$ cat config.mk
export PLATFORM = sky130hd
export DESIGN_NAME = mux_nx1_rr_reg_flat
export DESIGN_NICKNAME = d
export VERILOG_FILES = /design/src/rtl/mux_nx1_rr_reg_if.sv /design/src/rtl/mux_nx1_rr_reg.sv /design/src/flat_wrapper.sv
export SDC_FILE = /design/constraint.sdc
export NUM_CORES = 1
export LEC_CHECK = 0
export CORE_AREA = 2 2 52 54
export CTS_BUF_LIST = sky130_fd_sc_hd__clkbuf_2
export DETAILED_ROUTE_END_ITERATION = 16
export DIE_AREA = 0 0 54 56
export PLACE_DENSITY = 0.81
export SETUP_SLACK_MARGIN = 0.1
export SLEW_MARGIN = 15
export SYNTH_ARGS = -nofsm -noshare
export SYNTH_HDL_FRONTEND = slang
export SYNTH_SLANG_ARGS = --single-unit
$ cat constraint.sdc
create_clock -name clk -period 2.7 [get_ports clk]
set_input_delay 0.405 -clock clk [delete_from_list [all_inputs] [get_ports clk]]
set_output_delay 0.405 -clock clk [all_outputs]
set_load 0.02 [all_outputs]
$ cat src/rtl/mux_nx1_rr_reg_if.sv
// Handshake bundle for mux_nx1_rr_reg: per-channel producer side plus one
// consumer side. The mux itself uses the slave modport; sources and sinks
// drive the master modport.
interface mux_nx1_rr_reg_if #(
  parameter int W  = 8,
  parameter int CH = 4
);
  localparam int SW = $clog2(CH);

  logic [CH*W-1:0] in_data;
  logic [CH-1:0]   in_valid;
  logic [CH-1:0]   in_ready;
  logic [W-1:0]    out_data;
  logic [SW-1:0]   out_ch;
  logic            out_valid;
  logic            out_ready;

  modport slave (
    input  in_data, in_valid, out_ready,
    output in_ready, out_data, out_ch, out_valid
  );

  modport master (
    output in_data, in_valid, out_ready,
    input  in_ready, out_data, out_ch, out_valid
  );
endinterface

$ cat src/rtl/mux_nx1_rr_reg.sv
// N-channel registered multiplexer with valid/ready handshakes.
// Channels are picked either round-robin from a rotating pointer or by a
// fixed index on sel; the chosen word lands in a single output register.
module mux_nx1_rr_reg #(
  parameter int W  = 8,
  parameter int CH = 4,
  localparam int SW = $clog2(CH)
) (
  input  logic          clk,
  input  logic          reset,
  input  logic          en,
  input  logic          mode,
  input  logic [SW-1:0] sel,
  mux_nx1_rr_reg_if.slave bus
);

  logic [W-1:0]  outData_q, outData_d;
  logic [SW-1:0] outCh_q, outCh_d;
  logic          outValid_q, outValid_d;
  logic [SW-1:0] ptr_q, ptr_d;

  logic [SW-1:0] gnt;
  logic          gntValid;
  logic          accept;
  logic          load;
  logic [CH-1:0] inReady;

  // Grant choice: first valid channel at or after ptr in round-robin mode,
  // or the sel channel in fixed mode (an out-of-range sel grants nothing).
  // The descending loop lets the smallest offset from ptr win.
  always_comb begin
    gnt      = '0;
    gntValid = 1'b0;
    if (mode) begin
      if (int'(sel) < CH) begin
        gnt      = sel;
        gntValid = bus.in_valid[sel];
      end
    end else begin
      for (int k = CH - 1; k >= 0; k--) begin
        if (bus.in_valid[(int'(ptr_q) + k) % CH]) begin
          gnt      = SW'((int'(ptr_q) + k) % CH);
          gntValid = 1'b1;
        end
      end
    end
  end

  assign accept = !reset && en && (!outValid_q || bus.out_ready);
  assign load   = accept && gntValid;

  // Ready goes only to the granted channel, and only when the word will load.
  always_comb begin
    inReady = '0;
    if (load) begin
      inReady[gnt] = 1'b1;
    end
  end

  // Next state: load replaces the held word (even while draining), otherwise
  // a consumed word just clears valid while data and channel stay put.
  always_comb begin
    outData_d  = outData_q;
    outCh_d    = outCh_q;
    outValid_d = outValid_q;
    ptr_d      = ptr_q;
    if (load) begin
      outData_d  = bus.in_data[int'(gnt)*W +: W];
      outCh_d    = gnt;
      outValid_d = 1'b1;
      ptr_d      = (gnt == SW'(CH - 1)) ? '0 : gnt + 1'b1;
    end else if (outValid_q && bus.out_ready) begin
      outValid_d = 1'b0;
    end
  end

  // Output register and round-robin pointer, cleared immediately on reset.
  always_ff @(posedge clk or posedge reset) begin
    if (reset) begin
      outData_q  <= '0;
      outCh_q    <= '0;
      outValid_q <= 1'b0;
      ptr_q      <= '0;
    end else begin
      outData_q  <= outData_d;
      outCh_q    <= outCh_d;
      outValid_q <= outValid_d;
      ptr_q      <= ptr_d;
    end
  end

  assign bus.in_ready  = inReady;
  assign bus.out_data  = outData_q;
  assign bus.out_ch    = outCh_q;
  assign bus.out_valid = outValid_q;

endmodule
$ cat src/flat_wrapper.sv
// flat-port wrapper written by rule: the top's interface ports become plain ports
module mux_nx1_rr_reg_flat 
#(
  parameter int W  = 8,
  parameter int CH = 4,
  localparam int SW = $clog2(CH)
)
  (clk, reset, en, mode, sel, bus_in_data, bus_in_valid, bus_out_ready, bus_in_ready, bus_out_data, bus_out_ch, bus_out_valid);
  mux_nx1_rr_reg_if #(.W(W), .CH(CH)) bus_i ();
  input  logic clk;
  input  logic reset;
  input  logic en;
  input  logic mode;
  input  logic [SW-1:0] sel;
  input wire logic [$bits(bus_i.in_data)-1:0] bus_in_data;
  input wire logic [$bits(bus_i.in_valid)-1:0] bus_in_valid;
  input wire logic [$bits(bus_i.out_ready)-1:0] bus_out_ready;
  output wire logic [$bits(bus_i.in_ready)-1:0] bus_in_ready;
  output wire logic [$bits(bus_i.out_data)-1:0] bus_out_data;
  output wire logic [$bits(bus_i.out_ch)-1:0] bus_out_ch;
  output wire logic [$bits(bus_i.out_valid)-1:0] bus_out_valid;
  assign bus_i.in_data = bus_in_data;
  assign bus_i.in_valid = bus_in_valid;
  assign bus_i.out_ready = bus_out_ready;
  assign bus_in_ready = bus_i.in_ready;
  assign bus_out_data = bus_i.out_data;
  assign bus_out_ch = bus_i.out_ch;
  assign bus_out_valid = bus_i.out_valid;
  mux_nx1_rr_reg #(.W(W), .CH(CH)) u_core (.clk(clk), .reset(reset), .en(en), .mode(mode), .sel(sel), .bus(bus_i));
endmodule
### Yosys cells after proc, flatten, opt, wreduce, memory -nomap -nowiden

Index checks and enable logic that the tools add are counted.

* $add $sub $neg: 4
* order comparisons: 7
* equal/unequal tests: 1
* shift-type cells: 1
* multiplexer cells: 29
* bitwise logic cells: 3
* reduce and logical (&&, ||, !) cells: 12

Operators by type and width (count)
* $shiftx 32x6->8: 1
* $mux 1: 16
* $lt 3x4->1 const B: 3
* $mux 2: 6
* $bmux 1 s2: 5
* $lt 2x3->1 const B: 3
* $reduce_or 2->1: 3
* $logic_and 1x1->1: 5
* $add 2x1->2 const B: 2
* $add 2x2->2 const B: 2
* $mux 4: 1
* $and 1x1->1 const A: 3
* $demux 1 s2: 1
* $eq 2x2->1 const B: 1
* $ge 2x1->1 const B: 1
* $logic_not 1->1: 2
* $reduce_bool 2->1: 1
* $logic_or 1x1->1: 1

* flip-flop bits (word level): 13
* bits of input ports: 43
* output and inout port bits: 15
* logic and storage cells: 61

### Logic depth before layout (Yosys ltp)

Gate-level depths: netlist of run 1.

* depth in word-level cells: 16
* gate-level depth with buffers: 7
* depth with buffers taken out: 6

### Worst setup path before layout of run 1

No wires, ideal clock.

* kind: input to output
* start: input sel[1]
* end: output bus_in_ready[2]
* arrival: 1.664 ns
* data required time: 2.295 ns
* setup slack: 0.631 ns
* stages: 7
* buffers on the path: 1
* cells stage by stage: mux4_2 -> nand2_1 -> o21ai_1 -> nand4_1 -> or2_1 -> clkbuf_1 -> nor2b_1

* word-level cells in the longest chain between the ends: 6
* elaborated cells between the ends (all ways): 11
* classes of those cells: 2 x order compare; 7 x mux; 2 x reduce/logical

Ends and longest elaborated chain
* start: declaration: line flat_wrapper.sv:14 `input logic [SW-1:0] sel;`
* $mux 2: line mux_nx1_rr_reg.sv:34 `if (mode) begin`
* $lt 2x3->1 (implied by the code) or $ge 2x1->1 (tied branches): line mux_nx1_rr_reg.sv:56 `inReady[gnt] = 1'b1;`
* $logic_and 1x1->1 (implied by the code): line mux_nx1_rr_reg.sv:56
* $mux 1 (implied by the code): line mux_nx1_rr_reg.sv:56
* $demux 1 s2
* $mux 4 (*): line mux_nx1_rr_reg.sv:55 `if (load) begin`
* end: declaration: line flat_wrapper.sv:18 `output wire logic [$bits(bus_i.in_ready)-1:0] bus_in_ready;`

Every way passes the cells marked *; elsewhere a longest branch is shown, timed or not. The select of a mux whose other input is x is not followed.

### Worst setup path in the final report of run 1

* start: input sel[1]
* end: output bus_in_ready[3]

Same word-level chain as after synthesis.

==> metrics, run 1 <==
Fillers 216; Starting DRT DRC Count 13; boundary pin count 58; CTS Buf Count 3; largest net degree at the start of global routing 21; Worst setup EP type output port; Mapped Cells 99; clk_skew between 0.002 and 0.0025 ns; CP Cell Sequence clkdlybuf4s50_1, mux4_2, nand2_1, o21ai_1, nand4_1, or2_1, nor2_1, buf_2; hold crit path type in2async; Initial DRT Pass Iterations 4; RSZ-0062 raised after global routing false; Mapped Avg Cell Area 9.67 um^2; Fin Hold WS 0.323 ns; clock root buffer clkbuf_2; Power Dens Cells 519 nW/um^2; remaining antenna violation count after routing 0; Leak 0.773 nW; max_slew headroom 0.794; Final nets 217; Max Clock Freq 395 MHz; die area 3020 um^2; Detailed Place HPWL 2.38 mm; Crit Path Max Fanout 3; synthesized flop and latch total 13; GR Overflow Total 0; Post-Synthesis Cell Area 957 um^2; slowest CP cell mux4_2; Async SR Flop Fraction 1.00; Main synth FF type dfrtp_1; total of max-cap violations 0; status finished clean; Final Hold Vio Count 0; clock transition at the registers of the reported paths 0.13 ns; Synth cell types 31; Initial Util 0.394; Row Count 18; die width 54 um; sequential cell area approximately 330 um^2; crit path DAT 2.12 ns; vias per cell between 5 and 6; H-Tree Depth 1; first-pass GRT wire length 4.60 mm; final setup margin about 0.17 ns; fraction of layout cells with a size suffix above 1 0.231; worst slack, placed -0.225 ns; Inserted Diodes 0; routability cong. about 0.76; number of flops mapped to enable cells by yosys 0; fin. max-slew vios 0; Wirelength per Cell 14.3 um; area occupied by multi-input gates 581 um^2; Worst Path Buf+Inv 2; cell depth of the worst setup path 8; final setup fails 0; Sink Count 13; crit share post-route 0.937; total track usage 0.207; initial antenna violation count 0; yosys warns 0; Post-Syn Nets about 140; CTS max path bufs 2; worst slew pin tran 0.309 ns; Seq/Total Area, Yosys 0.340; I/O Buffers 57; critical path data required time 2.30 ns; Via Count a little over 1000; Period minus WS final 2.53 ns; worst vdd ir between 300 and 400 uV; Finished Core Util 0.687; final instance area between 1500 and 2000 um^2; Area after DPL between 1500 and 2000 um^2; clk_lat worst skew 0.28 ns; DRC Markers 0; Die H 56 um; Hold Buf Count CTS 0; Area Overhead vs Synth 74.5%; crit-path max cell delay 0.51 ns; vias in the first global route 1062; Core Footprint 2430 um^2; crit path launch type primary input; Final Routed Wirelength just under 3 mm; critical setup path kind in2out; CTS tree yes; Crit path max-delay family buffers and inverters; FF-to-FF path depth 7
-- cells in the mapped netlist, types with 2 or more instances --
| cell | number | area, um^2 |
|---|---|---|
| inv_1 | 5 | 18.8 |
| o21ai_2 | 5 | 43.8 |
| a21oi_1 | 4 | 20.0 |
| mux2_2 | 5 | 56.3 |
| nor2_1 | 3 | 11.3 |
| o221ai_1 | 3 | 26.3 |
| o21ai_1 | 4 | 20.0 |
| clkbuf_1 | 2 | 7.51 |
| nor2b_1 | 3 | 18.8 |
| nand2b_1 | 2 | 12.5 |
| nand2_1 | 16 | 60.1 |
| mux2i_1 | 16 | 160 |
| dfrtp_1 | 13 | 325 |
-- per-stage QoR --
stage          total power [mW]  TNS, ns  cells
4_1_cts                   0.878        0    203
3_5_place_dp              0.767   -0.802    198
3_3_place_gp              0.752   -0.724    198
5_1_grt                   0.926        0    203
6_report                  0.868        0    203
2_1_floorplan             0.544        0     99
-- worst paths after layout --
kind                                         from                     end  slack, ns
setup / recovery                           sel[1]         bus_in_ready[3]       0.17
hold reg to reg            u_core.bus.out_data[7]  u_core.bus.out_data[7]       0.49
min in group clk           u_core.bus.out_data[7]  u_core.bus.out_data[7]       0.49
hold / removal                              reset         u_core.ptr_q[1]       0.32
setup reg to reg                  u_core.ptr_q[1]  u_core.bus.out_data[5]       0.88
max in group asynchronous                   reset  u_core.bus.out_data[7]       1.99
-- cell families (layout without fill, tap and decap cells) --
kind of cell,after synthesis,in the layout,share of synthesized area
flops,13,13,0.340
xor+xnor,1,1,0.00915
simple gates,32,32,0.161
compound gates,21,21,0.179
mux,22,22,0.250
buf+inv,10,84,0.0614
-- flip-flops by register name (all words and copies together), names as in the netlist --
name	flops
u_core.ptr_q	2
u_core.bus.out_ch	2
u_core.bus.out_data	8
u_core.bus.out_valid	1
-- cell usage in the layout (no fill, tap or decap), drive strengths merged, types with 4 or more instances in the layout --
cell,n
a21oi,4
buf,22
clkbuf,4
clkdlybuf4s50,52
dfrtp,13
inv,5
mux2,5
mux2i,16
nand2,16
o21ai,10
o221ai,4
-- cell type report --
class,instances,area share
clock buffer,4,0.0120
inverter,5,0.0112
multi-input combinational,76,0.348
sequential,13,0.195
tap,30,0.0225
timing repair buffer,75,0.412
-- worst reg2reg max path, cell delays in order (launching register included) --
cell and delay (ns):
dfrtp_1 0.45, nand2b_1 0.16, a21oi_1 0.14, o21ai_1 0.12
o22ai_4 0.25, buf_4 0.19, mux2_2 0.34, o21ai_2 0.11
-- routing by layer --
| metal | wire (um) | up-vias | share of wire | global-route usage |
|---|---|---|---|---|
| li1 | - | 506 | - | - |
| met1 | 1130 | 478 | 0.39 | 0.235 |
| met2 | 1580 | 37 | 0.54 | 0.376 |
| met3 | 155 | 4 | 0.053 | 0.0134 |
| met4 | 53 | 0 | 0.018 | 0.0964 |
| met5 | 0 | - | 0 | 0 |
-- repair_timing --
item	in CTS	in global routing
setup endpoints to repair	4	2
resized for setup	15	3
setup buffers	1	0
pin swaps	1	0
gates cloned	0	0
-- report_power, final --
part / internal [mW] / total, mW / switching (mW) / leakage [nW]
Combinational: 0.262 / 0.479 / 0.217 / 0.595
Clock: 0.0393 / 0.105 / 0.0656 / 0.0166
Sequential: 0.249 / 0.284 / 0.0349 / 0.161
Total: 0.550 / 0.868 / 0.317 / 0.773
Power figures use the tool's default switching activity.
==> run 2: changes to the inputs <==
- ABC_CLOCK_PERIOD_IN_PS: default -> 2700
- HOLD_SLACK_MARGIN: default -> 0.06
- SKIP_LAST_GASP: default -> 1
==> results of run 2 <==
No change in the layout: final DEF, timing and power equal those of run 1.
